## config.mk

```make
export PLATFORM = sky130hd
export DESIGN_NAME = vram_arbiter_flat
export DESIGN_NICKNAME = d
export VERILOG_FILES = /design/src/rtl/vram_arbiter_if.sv /design/src/rtl/vram_arbiter.sv /design/src/flat_wrapper.sv
export SDC_FILE = /design/constraint.sdc
export NUM_CORES = 1
export LEC_CHECK = 0
export ABC_AREA = 1
export CAP_MARGIN = 5
export CELL_PAD_IN_SITES_DETAIL_PLACEMENT = 1
export CELL_PAD_IN_SITES_GLOBAL_PLACEMENT = 2
export CORE_MARGIN = 1.5
export CORE_UTILIZATION = 25
export DETAILED_ROUTE_END_ITERATION = 8
export GPL_TIMING_DRIVEN = 0
export PLACE_DENSITY_LB_ADDON = 0.1
export SYNTH_ARGS = -nofsm -noshare
export SYNTH_HDL_FRONTEND = slang
export SYNTH_SLANG_ARGS = --single-unit
```

## constraint.sdc

```tcl
create_clock -name clk -period 2.6 [get_ports clk]
set_input_delay 0.65 -clock clk [delete_from_list [all_inputs] [get_ports clk]]
set_output_delay 0.65 -clock clk [all_outputs]
set_load 0.005 [all_outputs]
```

## src/rtl/vram_arbiter_if.sv

```systemverilog
// Video fetcher, CPU bus and RAM port of the shared video/main RAM arbiter.
// slave = arbiter side; master = requesters plus RAM (as driven by a bench).
interface vram_arbiter_if #(
   parameter int AW = 16,
   parameter int DW = 8
);
   logic          vid_req;
   logic [AW-1:0] vid_addr;
   logic [DW-1:0] vid_data;
   logic          vid_valid;
   logic          vid_miss;

   logic          cpu_req;
   logic          cpu_we;
   logic [AW-1:0] cpu_addr;
   logic [DW-1:0] cpu_wdata;
   logic [DW-1:0] cpu_rdata;
   logic          cpu_ack;

   logic [AW-1:0] mem_addr;
   logic          mem_we;
   logic [DW-1:0] mem_wdata;
   logic [DW-1:0] mem_rdata;

   modport slave (
      input  vid_req, vid_addr, cpu_req, cpu_we, cpu_addr, cpu_wdata, mem_rdata,
      output vid_data, vid_valid, vid_miss, cpu_rdata, cpu_ack, mem_addr, mem_we, mem_wdata
   );

   modport master (
      output vid_req, vid_addr, cpu_req, cpu_we, cpu_addr, cpu_wdata, mem_rdata,
      input  vid_data, vid_valid, vid_miss, cpu_rdata, cpu_ack, mem_addr, mem_we, mem_wdata
   );
endinterface

```

## src/rtl/vram_arbiter.sv

```systemverilog
// Shares one RAM port: video wins each slot, CPU forced in after MAX_WAIT lost slots; 3-cycle request->valid/ack.
// Video never stalls (pre-empted fetch reports vid_miss); CPU holds cpu_req level until its cpu_ack pulse.
module vram_arbiter #(
   parameter int AW       = 16,
   parameter int DW       = 8,
   parameter int MAX_WAIT = 8
) (
   input logic           clk,
   input logic           reset,
   vram_arbiter_if.slave bus
);
   typedef enum logic [1:0] {OWN_NONE, OWN_VID, OWN_CPU_RD, OWN_CPU_WR} owner_t;

   typedef struct packed {
      owner_t owner;
      logic   miss;
   } slot_t;

   localparam logic [7:0] MAX_W = 8'(MAX_WAIT);

   owner_t        owner;
   owner_t        cpu_own;
   logic          miss;
   logic          cpu_elig;
   logic          force_cpu;
   logic          cpu_grant;
   logic          stage2_cpu;
   slot_t         stage1;
   slot_t         stage2;
   logic          cpu_busy;
   logic [7:0]    wait_cnt;

   logic [AW-1:0] mem_addr_q;
   logic          mem_we_q;
   logic [DW-1:0] mem_wdata_q;
   logic [DW-1:0] vid_data_q;
   logic [DW-1:0] cpu_rdata_q;
   logic          vid_valid_q;
   logic          vid_miss_q;
   logic          cpu_ack_q;

   assign cpu_elig   = bus.cpu_req & ~cpu_busy;
   assign force_cpu  = cpu_elig & (wait_cnt == MAX_W);
   assign cpu_own    = bus.cpu_we ? OWN_CPU_WR : OWN_CPU_RD;
   assign cpu_grant  = (owner == OWN_CPU_RD) || (owner == OWN_CPU_WR);
   assign stage2_cpu = (stage2.owner == OWN_CPU_RD) || (stage2.owner == OWN_CPU_WR);

   always_comb begin
      owner = OWN_NONE;
      miss  = 1'b0;
      if (force_cpu) begin
         owner = cpu_own;
         miss  = bus.vid_req;
      end else if (bus.vid_req) begin
         owner = OWN_VID;
      end else if (cpu_elig) begin
         owner = cpu_own;
      end
   end

   always_ff @(posedge clk or posedge reset) begin
      if (reset) begin
         mem_addr_q  <= '0;
         mem_we_q    <= 1'b0;
         mem_wdata_q <= '0;
         vid_data_q  <= '0;
         cpu_rdata_q <= '0;
         vid_valid_q <= 1'b0;
         vid_miss_q  <= 1'b0;
         cpu_ack_q   <= 1'b0;
         stage1      <= '0;
         stage2      <= '0;
         cpu_busy    <= 1'b0;
         wait_cnt    <= '0;
      end else begin
         // Address and write data hold their last value on idle slots.
         mem_we_q <= 1'b0;
         case (owner)
            OWN_VID: mem_addr_q <= bus.vid_addr;
            OWN_CPU_RD, OWN_CPU_WR: begin
               mem_addr_q  <= bus.cpu_addr;
               mem_wdata_q <= bus.cpu_wdata;
               mem_we_q    <= (owner == OWN_CPU_WR);
            end
            default: ;
         endcase

         stage1 <= '{owner: owner, miss: miss};
         stage2 <= stage1;

         vid_valid_q <= (stage2.owner == OWN_VID);
         vid_miss_q  <= stage2.miss;
         cpu_ack_q   <= stage2_cpu;
         if (stage2.owner == OWN_VID)    vid_data_q  <= bus.mem_rdata;
         if (stage2.owner == OWN_CPU_RD) cpu_rdata_q <= bus.mem_rdata;

         // Busy drops on the ack edge so a still-high cpu_req counts as a new request.
         if (stage2_cpu)     cpu_busy <= 1'b0;
         else if (cpu_grant) cpu_busy <= 1'b1;

         if (cpu_grant || !cpu_elig)                   wait_cnt <= '0;
         else if (owner == OWN_VID && wait_cnt != MAX_W) wait_cnt <= wait_cnt + 8'd1;
      end
   end

   assign bus.mem_addr  = mem_addr_q;
   assign bus.mem_we    = mem_we_q;
   assign bus.mem_wdata = mem_wdata_q;
   assign bus.vid_data  = vid_data_q;
   assign bus.vid_valid = vid_valid_q;
   assign bus.vid_miss  = vid_miss_q;
   assign bus.cpu_rdata = cpu_rdata_q;
   assign bus.cpu_ack   = cpu_ack_q;
endmodule

```

## src/flat_wrapper.sv

```systemverilog
// flat-port wrapper written by rule: the top's interface ports become plain ports
module vram_arbiter_flat 
#(
   parameter int AW       = 16,
   parameter int DW       = 8,
   parameter int MAX_WAIT = 8
)
  (clk, reset, bus_vid_req, bus_vid_addr, bus_cpu_req, bus_cpu_we, bus_cpu_addr, bus_cpu_wdata, bus_mem_rdata, bus_vid_data, bus_vid_valid, bus_vid_miss, bus_cpu_rdata, bus_cpu_ack, bus_mem_addr, bus_mem_we, bus_mem_wdata);
  vram_arbiter_if #(.AW(AW), .DW(DW)) bus_i ();
  input logic clk;
  input logic reset;
  input wire logic [$bits(bus_i.vid_req)-1:0] bus_vid_req;
  input wire logic [$bits(bus_i.vid_addr)-1:0] bus_vid_addr;
  input wire logic [$bits(bus_i.cpu_req)-1:0] bus_cpu_req;
  input wire logic [$bits(bus_i.cpu_we)-1:0] bus_cpu_we;
  input wire logic [$bits(bus_i.cpu_addr)-1:0] bus_cpu_addr;
  input wire logic [$bits(bus_i.cpu_wdata)-1:0] bus_cpu_wdata;
  input wire logic [$bits(bus_i.mem_rdata)-1:0] bus_mem_rdata;
  output wire logic [$bits(bus_i.vid_data)-1:0] bus_vid_data;
  output wire logic [$bits(bus_i.vid_valid)-1:0] bus_vid_valid;
  output wire logic [$bits(bus_i.vid_miss)-1:0] bus_vid_miss;
  output wire logic [$bits(bus_i.cpu_rdata)-1:0] bus_cpu_rdata;
  output wire logic [$bits(bus_i.cpu_ack)-1:0] bus_cpu_ack;
  output wire logic [$bits(bus_i.mem_addr)-1:0] bus_mem_addr;
  output wire logic [$bits(bus_i.mem_we)-1:0] bus_mem_we;
  output wire logic [$bits(bus_i.mem_wdata)-1:0] bus_mem_wdata;
  assign bus_i.vid_req = bus_vid_req;
  assign bus_i.vid_addr = bus_vid_addr;
  assign bus_i.cpu_req = bus_cpu_req;
  assign bus_i.cpu_we = bus_cpu_we;
  assign bus_i.cpu_addr = bus_cpu_addr;
  assign bus_i.cpu_wdata = bus_cpu_wdata;
  assign bus_i.mem_rdata = bus_mem_rdata;
  assign bus_vid_data = bus_i.vid_data;
  assign bus_vid_valid = bus_i.vid_valid;
  assign bus_vid_miss = bus_i.vid_miss;
  assign bus_cpu_rdata = bus_i.cpu_rdata;
  assign bus_cpu_ack = bus_i.cpu_ack;
  assign bus_mem_addr = bus_i.mem_addr;
  assign bus_mem_we = bus_i.mem_we;
  assign bus_mem_wdata = bus_i.mem_wdata;
  vram_arbiter #(.AW(AW), .DW(DW), .MAX_WAIT(MAX_WAIT)) u_core (.clk(clk), .reset(reset), .bus(bus_i));
endmodule
```

==> results by stage, run 1 <==
Drt:
- The initial DRC count is 54.
- The number of detailed-route iterations in the first pass is 4.
- Summed over all layers, the routed wires come to 6.99 mm.
- The post-detailed-route via-to-cell ratio is 4.15.
- In this run the remaining antenna-violating nets after routing total 0.
- The count of unresolved DRC violations after routing is 0.
- Across all layers, the routed design uses 2256 vias.
- Dividing the detail-routed wire length by the instance count gives 12.9 um.

Worst setup path:
- The startpoint of the worst-slack reg-to-reg timing path is u_core.wait_cnt[0].
- The number of cells on the worst reg-to-reg path is 10.
- The critical path's slowest cell is clkdlybuf4s50_1.
- Walking the worst path, the cells encountered are clkdlybuf4s50_1 -> nand2_1 -> inv_2 -> nand3_4 -> nand2_4 -> inv_6 -> buf_4 -> nand3_1 -> nand2_1.
- The worst path required time is 2.82 ns.
- STA classifies the critical path startpoint as a primary input.
- The data arrival time of the critical path is 2.09 ns.
- The cell seen most often among critical-path stages is nand2_1.
- The worst setup path is captured at a flop.
- The number of buffer and inverter stages on the critical path is 4.
- The delay of the slowest cell on the worst path is 0.47 ns.
- The endpoint identified for the worst register-to-register timing path is u_core.bus.mem_addr[15].
- The category of cells accounting for the largest share of critical-path delay is buffers and inverters.
- The maximum fanout along the worst path is 10.
- The critical path is of the in -> reg type.
- For flop-to-flop paths, the worst setup slack is 0.88 ns.

Place:
- Input and output buffers added on the ports amount to 96.
- Timing analysis after detailed placement gives a worst setup slack of 0.343 ns.
- Routability-driven placement finished with a final weighted congestion of 0.717.
- The post-detailed-placement half-perimeter wirelength is 5.22 mm.

Run status:
- The run finished with clean final reports.

GRT:
- The number of antenna violations at the first check in global routing is 0.
- The largest net degree at the start of global routing is 34.
- The aggregate global routing overflow is 0.
- The global routing usage summed across all routing layers is 0.137.
- The first global-routing pass estimated 11.6 mm of wire.
- The via count of the first global-routing pass was 2356.

Floorplanning:
- The floorplan step set the die width to 105 um.
- The floorplan step defined a core boundary enclosing 9910 um^2.
- The floorplan has 36 rows.
- The initial standard-cell utilization of the core is 0.261.
- The die area is 11000 um^2.
- The floorplan die height is 105 um.
- The number of top-level design ports is 97.

Timing:
- The post-route worst setup slack is 0.721 ns.
- The minimum hold slack is 0.345 ns.
- Setup repair after global routing left no endpoint under its margin.
- The slew of the pin with the lowest slew margin is 0.599 ns.
- Static timing analysis puts the maximum clock frequency at 532 MHz.
- The part of the cycle the worst path needs is 0.723.
- The worst slew slack as a fraction of its limit is 0.600.
- The largest clock skew in the final design is 0.00883 ns.
- The minimum clock period after layout is 1.88 ns.
- The number of max-slew violations in the final report was 0.
- Setup violations remaining at the end of the flow were counted as 0.
- The number of endpoints with negative hold slack in the final report is 0.

Final layout:
- The fraction of layout cells with a size suffix above 1 is 0.0951.
- The antenna diode count is 0.
- The net total in the final layout is 461.
- The register area is 1480 um^2.
- The area occupied by multi-input gates is 922 um^2.
- The growth of design area from synthesis to finish is 51.2%.
- Counting the fill cells in the layout gives 1214.

Synthesis:
- Counting distinct cell types in the post-synthesis netlist gives 24.
- The count of synthesis-stage warnings from yosys is 0.
- dfrtp_1 takes more of the synthesized area than any other cell.
- The mapped netlist covers 2590 um^2.
- The post-synthesis instance total is 298.
- Counting flops and latches in the post-synthesis netlist gives 59.
- The number of nets handed over by synthesis was 353.
- The mean cell area of the mapped netlist is 8.70 um^2.
- After synthesis, the cell types taking the most area are dfrtp_1, nand2_1, nand3_1, o21ai_0, inv_1.
- The area share of the largest cell type after synthesis is 0.570.
- The share of synthesized area occupied by flip-flops and latches is 0.570.

Clock tree:
- No sink is reached through more buffers than the 2 on the longest clock path.
- The clock network latency to the later pin of the worst-skew pair is 0.33 ns.
- The post-CTS resize count is 0.
- The number of clock buffers added by TritonCTS is 9.
- Counting every sink on the clock net gives 59.
- Buffers inserted to repair hold after CTS numbered 0.
- After clock tree synthesis, the clock-pin slew on the worst setup and hold paths is 0.07 ns.
- The tree is rooted in a clkbuf_8.
- After clock tree synthesis, the setup repair step added 0 buffers.
- TritonCTS built the clock tree.
- The number of H-tree levels is 3.

Pwr:
- Dividing total power by cell area gives a power density of 805 nW/um^2.
- Of the total power, the share spent switching nets is 0.297.
- The switching power summed over all nets is 936 uW.
- The worst-case IR drop observed on VDD is 259 uV.
- Of the total power, the clock network draws 0.241.
- Of the total power, combinational logic draws 0.345.
- Internal power comes to 2220 uW.
- Of the total power, registers draw 0.414.
- The leakage dissipation is 0.00188 uW.
- The total power is 3150 uW.

Worst hold path:
- The path with the worst hold slack has its endpoint at u_core.stage2[0].
- In this run the most critical hold path is launched from u_core.stage1[0].
- The tightest min-delay check is of the reg -> reg type.
- The worst hold path depth is 0.

Flow run:
- The number of maximum-capacitance violations is 0.
-- metrics by stage --
step | util | cells | setup TNS [ns] | cell area (um^2)
finish | 0.395 | 543 | 0 | 3920
global route | 0.395 | 543 | 0 | 3920
CTS | 0.395 | 543 | 0 | 3920
detailed placement | 0.377 | 528 | 0 | 3740
global placement | 0.375 | 527 | -41.69 | 3720
floorplan | - | 298 | 0 | 2590
-- layout by cell type (no fill, tap or decap), drive strengths merged --
cell type	Yosys	layout
nand4	1	1
o21bai	2	2
clkinv	0	2
o21ai	18	18
inv	29	29
nor2	15	15
clkdlybuf4s50	0	96
xor2	1	1
xnor2	1	1
ha	2	2
dfrtp	59	59
nor3	1	1
nand3	36	36
clkbuf	3	16
nand2	122	122
buf	8	9
-- sequential cells by signal, indices dropped and copies added, names as in the netlist --
signal                count
u_core.bus.cpu_ack        1
u_core.bus.mem_we         1
u_core.stage2             3
u_core.bus.mem_wdata      8
u_core.bus.vid_valid      1
u_core.wait_cnt           8
u_core.bus.cpu_rdata      8
u_core.bus.mem_addr      16
u_core.bus.vid_data       8
u_core.stage1             3
u_core.bus.vid_miss       1
u_core.cpu_busy           1
-- power groups by stage --
stage	Combinational, uW	Clock, uW	Sequential (uW)
2_1_floorplan	410	0	1340
3_3_place_gp	1090	0	1320
3_5_place_dp	1120	0	1330
4_1_cts	1120	792	1310
5_1_grt	1220	831	1340
6_report	1090	758	1310
-- logic make-up after synthesis --
| group | count (synthesis) | share of synthesized area |
|---|---|---|
| fa+ha+maj | 2 | 0.00966 |
| buf+inv | 40 | 0.0744 |
| xor+xnor | 2 | 0.00676 |
| compound gates | 20 | 0.0406 |
| flops | 59 | 0.570 |
| simple gates | 175 | 0.299 |
-- synthesized netlist by cell type (all sizes together) --
library cell	number
nand2	122
dfrtp	59
nand3	36
inv	29
o21ai	18
nor2	15
buf	8
clkbuf	3
ha	2
o21bai	2
nand4	1
nor3	1
xnor2	1
xor2	1
-- layout make-up --
class	count	share of cell area
plain buffers	11	0.0201
clock buffers	13	0.0431
clock inverters	2	0.00256
inverters	29	0.0291
multi-input cells	199	0.235
flip-flops and latches	59	0.377
well taps	133	0.0425
repair buffers	97	0.250
-- worst max path at each step --
stage / start / to / slack, ns / depth (start not counted)
after detailed placement: bus_cpu_req / u_core.bus.mem_addr[15] / 0.34 / 9
after floorplan: reset / u_core.bus.cpu_ack / 0.49 / 1
after global routing: bus_cpu_req / u_core.bus.mem_addr[15] / 0.62 / 9
final: bus_cpu_req / u_core.bus.mem_addr[15] / 0.72 / 9
after CTS: bus_cpu_req / u_core.bus.mem_addr[15] / 0.69 / 9
after global placement: reset / u_core.bus.mem_addr[4] / -0.71 / 2
-- layer usage --
metal / share of wire / vias to the layer above / global-route usage / wire [um]
met5: 0 / - / 0 / 0
met4: 0.011 / 0 / 0.0528 / 76
met3: 0.060 / 4 / 0.0462 / 420
met2: 0.48 / 60 / 0.226 / 3380
met1: 0.45 / 1050 / 0.163 / 3110
li1: - / 1142 / - / -
Power figures use the tool's default switching activity.
==> run 2, diff against run 1 <==
Clock period 2.6 ns to 1.8 ns, I/O delays scaled along.
==> run 2 against run 1 <==
Against the previous run: hold slack lost 0.0018 ns; power rose by 44%; register-to-register slack got worse by 0.72 ns; sequential cell count stayed put; clock-buffer cell count down 3; global-route usage is 0.40 points lower; setup slack worse by 0.58 ns; final cell count grew 0.37%; wire length decreased by 1.7%; largest cell class unchanged.
==> results by stage, run 2 (same netlist as run 1, synthesis figures left out) <==
Drt:
- For this run, design rule violations remaining after detail routing come to 0.
- The total detailed-routing wirelength is 6.87 mm.
- Dividing the detail-routed wire length by the instance count gives 12.6 um.
- The pre-antenna-repair detailed-routing pass consisted of 3 iterations.
- The first routing iteration left 40 violations.
- The post-detailed-route via-to-cell ratio is 4.17.
- In this run the remaining antenna-violating nets after routing total 0.
- The routed layout has 2273 vias.

GRT:
- The most congested layer reported by global routing is met2.
- The global routing usage on met2 is 0.215.
- Entering global routing, the biggest net connects 40 pins.
- The number of antenna violations at the first check in global routing is 0.
- The via count of the first global-routing pass is 2320.
- The met1 demand-to-capacity share in global routing is 0.164.
- The met3 demand-to-capacity share in global routing is 0.0356.
- The global-route wire length before repair is 11.5 mm.
- The aggregate global routing overflow is 0.
- Across every metal layer, demand over resource in global routing totals 0.133.

Pwr:
- The portion of total power attributed to the clock network is 0.240.
- The switching power summed over all nets is 1410 uW.
- Of the total power, registers draw 0.415.
- VDD sags by at most 370 uV.
- The relative contribution of combinational cells to total power is 0.345.
- The power per unit of standard cell area is 1150 nW/um^2.
- The switching power as a share of total power is 0.310.
- The internal power summed over all cells is 3140 uW.
- Summed over all cells, the static leakage comes to 0.00187 uW.

Timing:
- The number of max-slew violations in the final report is 0.
- On the final layout, the worst clock skew is 0.0139 ns.
- The part of the cycle the worst path needs is 0.924.
- The count of endpoints failing setup in the final report is 0.
- Setup repair after global routing left no endpoint under its margin.
- The slew of the pin with the lowest slew margin is 0.489 ns.
- The worst slew slack as a fraction of its limit is 0.673.
- The number of endpoints with negative hold slack in the final report is 0.
- Based on the critical path, the design can be clocked at up to 601 MHz.
- The clock period could shrink to 1.66 ns.

Clock tree:
- Clock-pin slew was measured on the worst setup and hold paths at 0.08 ns.
- The buffer cell driving the clock tree root is clkbuf_8.
- The CTS tree is yes.
- Clock tree synthesis inserted a total of 9 buffers.
- The maximum number of buffers from clock root to sink is 2.
- The H-tree generated during clock tree synthesis spans 3 levels.
- The total clock sinks is 59.
- For the worst-skew pair, the clock arrives at the later sink with an insertion delay of 0.33 ns.

Final layout:
- Summing all non-filler instances in the final layout gives an area of 3940 um^2.
- The library cell used most frequently in the layout, excluding fill and tap cells, is nand2_1.
- Of the cells placed in the final design, the portion with a size suffix greater than 1 is 0.102.
- The antenna diode count is 0.
- After filler insertion, the fill cell instance count of the layout stands at 1198.
- For this run, the post-layout net count is 462.
- Leaving out fill and tap cells, the most frequent cells in the layout are nand2_1, clkdlybuf4s50_1, dfrtp_1.
- The flip-flop count of the largest register, all copies and words added is 16.
- The post-route core utilization is 0.398.
- Compared with the post-synthesis result, the final layout area differs by 52.1%.

Worst setup path:
- The critical path's slowest cell is clkdlybuf4s50_1.
- The worst reg-to-reg path cell count is 10.
- The worst register-to-register path ends at u_core.bus.mem_addr[1].
- The startpoint identified for the worst register-to-register timing path is u_core.wait_cnt[0].
- The delay of the slowest cell on the worst path is 0.52 ns.
- The critical path goes through clkdlybuf4s50_1.
- The number of buffer and inverter stages on the critical path is 1.
- The worst setup path is launched from a flop.
- The path type of the worst setup path is reg -> out.
- The maximum fanout along the worst path is 2.
- The minimum setup slack among reg-to-reg paths is 0.16 ns.
- The worst path required time is 1.35 ns.
- The data arrival time of the critical path is 1.21 ns.
- The endpoint type of the worst setup path is an output pin.
- The category of cells accounting for the largest share of critical-path delay is buffers and inverters.

Place:
- The wire-length estimate of the detail-placed layout is 5.12 mm.
- Summing all placed instances gives a cell area of 3740 um^2.
- The final weighted congestion of routability-driven global placement is 0.696.
- The count of buffers added on input and output ports is 96.

Flow run:
- The tool flagged a number of max-cap violations equal to 0.

Floorplanning:
- 97 I/O pins were placed.
- The floorplan die height is 105 um.
- The horizontal extent of the die is 105 um.
- For this configuration, the core starts out at a cell density of 0.261.
- In this run the core area contains 36 standard-cell rows.
- The die area is 11000 um^2.
- The core box area is 9910 um^2.

Worst hold path:
- The terminating pin of the worst hold path is u_core.stage2[0].
- In this run the most critical hold path is launched from u_core.stage1[0].
- Counting instances, the worst hold path has a depth of 0.
- The worst min-delay path class is reg -> reg.

Run status:
- The flow ran to the end, and the final reports show no timing, DRC or antenna violations.
-- run 2: changes by cell type in the layout (fill, tap and decap cells not counted) --
cell and change:
clkinv_4 +1, clkbuf_1 -1, inv_8 +1, buf_4 +1, inv_2 -1, nand2_8 +1
clkbuf_8 -2, inv_6 -1, nand2_4 -1, clkinvlp_4 +4
-- run 2: worst max path at each step --
stage,from,endpoint,slack (ns),depth (start not counted)
2_1_floorplan,u_core.wait_cnt[0],u_core.bus.mem_addr[15],0.31,10
3_3_place_gp,bus_cpu_req,u_core.bus.mem_addr[15],-0.22,9
3_5_place_dp,bus_cpu_req,u_core.bus.mem_addr[15],-0.24,9
4_1_cts,u_core.wait_cnt[0],u_core.bus.mem_addr[15],0.05,10
5_1_grt,u_core.wait_cnt[0],u_core.bus.mem_addr[15],0.01,10
6_report,u_core.bus.mem_addr[4],bus_mem_addr[4],0.14,1
-- run 2: metrics by stage --
step	setup WS (ns)	power (uW)	hold slack [ns]	instances	setup TNS [ns]
after detailed placement	-0.241	3520	0.337	528	-6.25
final	0.137	4550	0.344	545	0
after global routing	0.00979	4890	0.356	545	0
after global placement	-0.223	3490	0.332	527	-15.11
after floorplan	0.314	2520	0.331	298	0
after CTS	0.0508	4640	0.346	544	0
-- run 2: power by group through the flow --
stage	Combinational, uW	Clock, uW	Sequential [uW]
2_1_floorplan	592	0	1930
3_3_place_gp	1580	0	1910
3_5_place_dp	1610	0	1920
4_1_cts	1610	1140	1900
5_1_grt	1750	1190	1950
6_report	1570	1090	1890
-- run 2: cell type report --
class                      count  area (um^2)  share of cell area
tap                          133          166              0.0422
sequential                    59         1480               0.375
buffer                        11         78.8              0.0200
inverter                      29          120              0.0305
timing repair buffer          98          988               0.251
clock buffer                  10          138              0.0349
clock inverter                 6         41.3              0.0105
multi-input combinational    199          931               0.236
-- run 2: layer usage --
layer	vias up	wire length (um)
li1	1143	-
met1	1053	3000
met2	67	3330
met3	10	417
met4	0	121
met5	-	0
-- run 2: repair_timing --
action,4_1_cts,5_1_grt
resized for setup,0,2
hold buffers,0,0
setup endpoints to repair,0,13
setup buffers,0,1
